--- config.mk ---
export PLATFORM = sky130hd
export DESIGN_NAME = ctrl_cas_sched
export DESIGN_NICKNAME = d
export VERILOG_FILES = /design/src/rtl/ctrl_cas_sched.sv
export SDC_FILE = /design/constraint.sdc
export NUM_CORES = 1
export LEC_CHECK = 0
export BUFFER_PORTS_ARGS = -buffer_cell sky130_fd_sc_hd__clkbuf_2
export CAP_MARGIN = 40
export CORE_ASPECT_RATIO = 0.5
export CORE_MARGIN = 4
export CORE_UTILIZATION = 35
export CTS_BUF_LIST = sky130_fd_sc_hd__clkbuf_16
export CTS_CLUSTER_DIAMETER = 50
export DETAILED_ROUTE_END_ITERATION = 16
export PLACE_DENSITY = 0.6
export SYNTH_ARGS = -nofsm -noshare
export SYNTH_HDL_FRONTEND = slang
export SYNTH_SLANG_ARGS = --single-unit
--- constraint.sdc ---
create_clock -name CK_t -period 5.2 [get_ports CK_t]
set_input_delay 0.52 -clock CK_t [delete_from_list [all_inputs] [get_ports CK_t]]
set_output_delay 0.52 -clock CK_t [all_outputs]
set_load 0.02 [all_outputs]
--- src/rtl/ctrl_cas_sched.sv ---
// In-order CAS scheduler: queues column commands behind their tRCD wait and
// releases the head once the command-to-command gap from the last CAS is met.
module ctrl_cas_sched #(
    parameter int DEPTH = 4,
    parameter int BG_W  = 2,
    parameter int CNT_W = 6
) (
    input  logic                     CK_t,
    input  logic                     reset,
    input  logic                     act_valid,
    output logic                     act_ready,
    input  logic [2:0]               act_cmd,
    input  logic [BG_W-1:0]          act_bg,
    input  logic                     act_hit,
    output logic                     cas_valid,
    input  logic                     cas_ready,
    output logic [2:0]               cas_cmd,
    output logic [BG_W-1:0]          cas_bg,
    input  logic [CNT_W-1:0]         tRCD,
    input  logic [CNT_W-1:0]         tCCD_S,
    input  logic [CNT_W-1:0]         tCCD_L,
    input  logic [CNT_W-1:0]         tRTW,
    input  logic [CNT_W-1:0]         tWTR_S,
    input  logic [CNT_W-1:0]         tWTR_L,
    output logic                     cas_idle,
    output logic [$clog2(DEPTH):0]   q_count,
    output logic                     cmd_err
);

    localparam int PTR_W = $clog2(DEPTH);

    localparam logic [2:0] RD_R  = 3'd1;
    localparam logic [2:0] RDA_R = 3'd2;
    localparam logic [2:0] WR_R  = 3'd3;
    localparam logic [2:0] WRA_R = 3'd4;

    localparam logic [PTR_W:0]   FULL_CNT = (PTR_W+1)'(DEPTH);
    localparam logic [CNT_W-1:0] CNT_MAX  = '1;

    typedef enum logic [1:0] {
        IDLE,
        WAIT_RCD,
        WAIT_GAP,
        ISSUE
    } state_t;

    state_t                       state_reg, state_next;
    logic [2:0]                   cmd_mem [DEPTH];
    logic [BG_W-1:0]              bg_mem  [DEPTH];
    logic [DEPTH-1:0][CNT_W-1:0]  rcd_all;
    logic [DEPTH-1:0][CNT_W-1:0]  rcd_nxt_all;
    logic [PTR_W-1:0]             rd_ptr_reg, rd_ptr_next;
    logic [PTR_W-1:0]             wr_ptr_reg, wr_ptr_next;
    logic [PTR_W:0]               count_reg, count_next;
    logic [CNT_W-1:0]             since_reg, since_next;
    logic                         last_valid_reg, last_valid_next;
    logic                         last_wr_reg, last_wr_next;
    logic [BG_W-1:0]              last_bg_reg, last_bg_next;
    logic                         cmd_err_reg;

    logic                         cmd_ok;
    logic                         push;
    logic                         pop;
    logic [2:0]                   head_cmd;
    logic [BG_W-1:0]              head_bg;
    logic [2:0]                   head_cmd_next;
    logic [BG_W-1:0]              head_bg_next;
    logic [CNT_W-1:0]             head_rcd_next;
    logic [CNT_W-1:0]             gap_next;

    function automatic logic is_wr(input logic [2:0] cmd);
        return (cmd == WR_R) || (cmd == WRA_R);
    endfunction

    // Required spacing between the last issued CAS and a candidate.
    function automatic logic [CNT_W-1:0] gap_for(
        input logic [2:0]      cmd,
        input logic [BG_W-1:0] bg,
        input logic            lv,
        input logic            lw,
        input logic [BG_W-1:0] lbg
    );
        logic            same_bg;
        logic [CNT_W-1:0] g;
        same_bg = (bg == lbg);
        if (!lv)
            g = '0;
        else if (is_wr(cmd) == lw)
            g = same_bg ? tCCD_L : tCCD_S;
        else if (!lw)
            g = tRTW;
        else
            g = same_bg ? tWTR_L : tWTR_S;
        return g;
    endfunction

    assign cmd_ok    = act_cmd inside {RD_R, RDA_R, WR_R, WRA_R};
    assign act_ready = (count_reg < FULL_CNT);
    assign push      = act_valid & act_ready & cmd_ok;
    assign pop       = cas_valid & cas_ready;

    assign head_cmd  = cmd_mem[rd_ptr_reg];
    assign head_bg   = bg_mem[rd_ptr_reg];

    // The state register already encodes eligibility, so cas_valid is a flop.
    assign cas_valid = (state_reg == ISSUE);
    assign cas_cmd   = (count_reg == '0) ? 3'd0 : head_cmd;
    assign cas_bg    = (count_reg == '0) ? '0 : head_bg;
    assign cas_idle  = (state_reg == IDLE);
    assign q_count   = count_reg;
    assign cmd_err   = cmd_err_reg;

    // Per-entry activate-to-CAS countdown, loaded on accept and free-running to 0.
    for (genvar gi = 0; gi < DEPTH; gi++) begin : g_entry
        logic [CNT_W-1:0] rcd_q;
        logic [CNT_W-1:0] rcd_d;

        always_comb begin
            if (push && (wr_ptr_reg == PTR_W'(gi)))
                rcd_d = act_hit ? '0 : tRCD;
            else if (rcd_q != '0)
                rcd_d = rcd_q - CNT_W'(1);
            else
                rcd_d = '0;
        end

        always_ff @(posedge CK_t) begin
            if (reset)
                rcd_q <= '0;
            else
                rcd_q <= rcd_d;
        end

        assign rcd_all[gi]     = rcd_q;
        assign rcd_nxt_all[gi] = rcd_d;
    end

    always_comb begin
        rd_ptr_next     = pop  ? rd_ptr_reg + PTR_W'(1) : rd_ptr_reg;
        wr_ptr_next     = push ? wr_ptr_reg + PTR_W'(1) : wr_ptr_reg;

        count_next = count_reg;
        if (push && !pop)
            count_next = count_reg + (PTR_W+1)'(1);
        else if (pop && !push)
            count_next = count_reg - (PTR_W+1)'(1);

        if (pop)
            since_next = CNT_W'(1);
        else if (since_reg == CNT_MAX)
            since_next = CNT_MAX;
        else
            since_next = since_reg + CNT_W'(1);

        last_valid_next = pop ? 1'b1           : last_valid_reg;
        last_wr_next    = pop ? is_wr(head_cmd) : last_wr_reg;
        last_bg_next    = pop ? head_bg        : last_bg_reg;

        // A push landing on the next head slot means the queue was otherwise empty.
        if (push && (wr_ptr_reg == rd_ptr_next)) begin
            head_cmd_next = act_cmd;
            head_bg_next  = act_bg;
        end else begin
            head_cmd_next = cmd_mem[rd_ptr_next];
            head_bg_next  = bg_mem[rd_ptr_next];
        end
        head_rcd_next = rcd_nxt_all[rd_ptr_next];

        gap_next = gap_for(head_cmd_next, head_bg_next,
                           last_valid_next, last_wr_next, last_bg_next);

        if (count_next == '0)
            state_next = IDLE;
        else if (head_rcd_next != '0)
            state_next = WAIT_RCD;
        else if (since_next >= gap_next)
            state_next = ISSUE;
        else
            state_next = WAIT_GAP;
    end

    always_ff @(posedge CK_t) begin
        if (reset) begin
            state_reg      <= IDLE;
            rd_ptr_reg     <= '0;
            wr_ptr_reg     <= '0;
            count_reg      <= '0;
            since_reg      <= CNT_MAX;
            last_valid_reg <= 1'b0;
            last_wr_reg    <= 1'b0;
            last_bg_reg    <= '0;
            cmd_err_reg    <= 1'b0;
        end else begin
            state_reg      <= state_next;
            rd_ptr_reg     <= rd_ptr_next;
            wr_ptr_reg     <= wr_ptr_next;
            count_reg      <= count_next;
            since_reg      <= since_next;
            last_valid_reg <= last_valid_next;
            last_wr_reg    <= last_wr_next;
            last_bg_reg    <= last_bg_next;
            cmd_err_reg    <= act_valid & act_ready & ~cmd_ok;
        end
    end

    always_ff @(posedge CK_t) begin
        if (push) begin
            cmd_mem[wr_ptr_reg] <= act_cmd;
            bg_mem[wr_ptr_reg]  <= act_bg;
        end
    end

endmodule

==> results by group <==
Outcome
  • Status: complete, no violations

Critical path
  • Most frequent CP cell: a21oi_1
  • Worst flop-to-flop path startpoint: rd_ptr_reg[0]
  • Arrival @ worst endpoint: around 4.6 ns
  • Crit path max-delay cell type: dfxtp_1
  • CP max stage delay: roughly 0.8 ns
  • Startpoint types: flip-flop
  • Crit. End Element: flip-flop
  • Largest fanout on the critical path: 16
  • Worst R2R Setup Slack: 0.79 ns
  • Worst r2r dst: state_reg[0]
  • R2r worst-path depth: 16
  • Crit path kind: flip-flop to flip-flop
  • Critical path, cell by cell: buf_4 -> mux4_2 -> a21o_1 -> a211oi_4 -> nand2_4 -> mux2i_1 -> a2111oi_2 -> ha_1 -> nand2b_1 -> a21o_1 -> a21oi_1 -> nor2b_1 -> o21ai_0 -> nand2b_1 -> a21oi_1 -> a21oi_1
  • CP required: 5.41 ns

CTS
  • # clock sinks: 64
  • Setup bufs post-CTS: 0
  • CTS root buf: clkbuf_16
  • H-tree levels: 3
  • CTS tree: yes
  • Clock-pin slew on the worst setup and hold paths: 0.05 ns
  • Hold_buf cts: 0
  • Total CTS buffers: 9
  • Worst-Skew Late Latency: ~0.33 ns
  • Clk buf depth: 2
  • Post_cts resized: 0

Placement
  • Place WS: 0.656 ns
  • GPL Wtd Cong: around 0.86
  • Final HPWL DP: 7520 um
  • PortBufs: 57
  • Placed Instances: around 670

Logic synthesis
  • Synth Area in Compound Gates: ~15%
  • Simple-Gate Fraction of Synth Area: 23.7%
  • YS warnings: 0
  • Seq cells post-synth: 64
  • Synth Area in Adders: 6.68%
  • Xor/xnor share of the synthesized area: 5.07%
  • Mux cell area share after synthesis: between 9 and 10%
  • Number of flops mapped to enable cells by yosys: 20
  • Main combinational cell family by area after synthesis: simple AND/OR/NAND/NOR gates
  • Top FF cell, synth: dfxtp_1
  • Synth Cell Area: 4120 um^2
  • Netlist cell types: 63
  • Asr flop ratio synth: 0%
  • Syn Nets: 530
  • Synth area leaders: dfxtp_1 21%, edfxtp_1 15%, mux2i_1 6.8%, ha_1 6.7%, nor2_1 5.8%
  • Seq/Total Area, Yosys: 36.0%
  • Top post-synthesis cells by count: 64 x nor2_1, 44 x dfxtp_1, 28 x mux2i_1
  • Synthesized netlist cell count: 462
  • Share of the synthesized area in the top cell type: 21.4%
  • Most frequent cell after synthesis: nor2_1
  • Syn avg cell area: between 8 and 9 um^2
  • Post-synth top area cell: dfxtp_1

Pwr
  • Power per cell area: 486 nW/um^2
  • Total Power: 2.33 mW
  • Worst VDD drop: 0.165 mV
  • Static Leak: 1.93 nW

Finish
  • Diodes inserted: 0
  • Area added between synthesis and finish: 16.5%
  • Layout cells sized above 1: ~18%
  • Max FFs per register: 24
  • Reg with most FFs: g_entry.rcd_q
  • # nets final: 585
  • Final Non-Filler Cells: 681
  • # fillers: 1,129
  • Registers with the most flip-flops: g_entry.rcd_q: 24 flops, cmd_mem: 12 flops, bg_mem: 8 flops

Hold path
  • Hold endpoint: bg_mem[3][0]
  • Hold Crit Depth: 1
  • Worst Hold Class: input pin to flip-flop
  • Worst hold path startpoint: act_bg[0]

STA
  • Unrepaired setup endpoints after global routing: false
  • Pins Over Slew Limit: 0
  • Max Clock Freq: 0.227 GHz
  • Final hold violation count: 0
  • Final worst path period share: 84.8%
  • Tightest Pin Transition: 0.818 ns
  • Hold_ws: 0.449 ns
  • Setup TNS Final: 0 ns
  • Finish-stage setup viols: 0
  • Tmin final: about 4.4 ns
  • Slew Limit Headroom: 44.9%
  • Final Skew: 0.00870 ns
  • Final WS setup: 0.792 ns

Floorplanning
  • Boundary pin count: 58
  • Die Y: between 80 and 90 um
  • DIE AREA: 13,700 um^2
  • Starting Density: 36.6%
  • Core Region: 11,200 um^2
  • Die Width: 161 um
  • Row count: 27

Global routing
  • Vias in the first global route: between 3,000 and 4,000
  • Antenna violations before repair: 0
  • First-pass GRT wire length: ~16,000 um
  • GRT Util Overall: 14.5%
  • GRT overflow: 0
  • Largest net degree at the start of global routing: 32

Route
  • Antenna Nets Post-Route: 0
  • Final WL: 9740 um
  • DRT Pass-1 Iters: 4
  • Vias/cell: about 5
  • Residual DRC: 0
  • Wire per inst: ~14 um
  • DR vias: 3,393
  • Initial DRC count: 157

Job
  • Max-cap viol count: 0
## routing by layer
layer  track usage [%]  part of all wire [%]  vias up
met5                 0                     0        -
met4              4.10                  0.79        0
met3              4.17                   5.0        6
met2              22.0                    42       71
met1              20.1                    52     1555
li1                  -                     -     1761
## cell type report
type,instances,area (um^2),area share (%)
multi-input combinational,358,2440,50.9
sequential,64,1480,30.9
timing repair buffer,62,335,6.99
clock buffer,9,225,4.69
tap,159,199,4.15
inverter,22,82.6,1.72
clock inverter,7,31.3,0.652
## cell families after synthesis
kind of cell	Yosys count
xor gates and xnor gates	23
adders and majority gates	22
and+or+nand+nor	193
AOI/OAI and AO/OA	87
buffers and inverters	40
muxes	33
DFF	64
## per-stage QoR
stage / util [%] / area (um^2)
finish: 42.7 / 4800
global route: 42.7 / 4800
CTS: 42.7 / 4800
detailed placement: 40.4 / 4540
global placement: 40.2 / 4520
floorplan: - / 4120
## cells in the final DEF (no fill, tap or decap), types with 8 or more instances in the layout
master | Yosys | routed
o21ai_0 | 21 | 21
mux2i_1 | 28 | 28
inv_1 | 22 | 23
nor2b_1 | 17 | 17
nor3_1 | 17 | 17
edfxtp_1 | 20 | 20
clkbuf_16 | 0 | 9
nor2_1 | 64 | 64
nand2_1 | 26 | 26
nand3_1 | 14 | 14
ha_1 | 22 | 22
a31oi_1 | 8 | 8
dfxtp_1 | 44 | 44
nand2b_1 | 14 | 14
clkbuf_2 | 0 | 57
xnor2_1 | 17 | 17
a21oi_1 | 19 | 19
## worst max-delay path, delay by kind of cell (launching register included)
family	cells	cell delay [ns]
compound gates	8	1.66
fa+ha+maj	1	0.28
buf+inv	1	0.32
flops	1	0.80
mux	2	0.75
simple gates	4	0.45
## worst max path at each step
| stage | startpoint | to | slack, ns | depth (start not counted) |
|---|---|---|---|---|
| CTS | rd_ptr_reg[0] | state_reg[0] | 0.79 | 16 |
| global placement | cas_ready | state_reg[0] | 0.78 | 18 |
| global route | rd_ptr_reg[0] | state_reg[0] | 0.42 | 17 |
| floorplan | cas_ready | state_reg[0] | 1.39 | 20 |
| detailed placement | cas_ready | state_reg[0] | 0.66 | 19 |
| finish | rd_ptr_reg[0] | state_reg[0] | 0.79 | 16 |
## power by group
group	internal, mW	leakage (nW)	switching (mW)
Sequential	0.631	0.544	0.0964
Clock	0.313	0.135	0.207
Combinational	0.475	1.25	0.609
(Power assumes the default switching activity.)
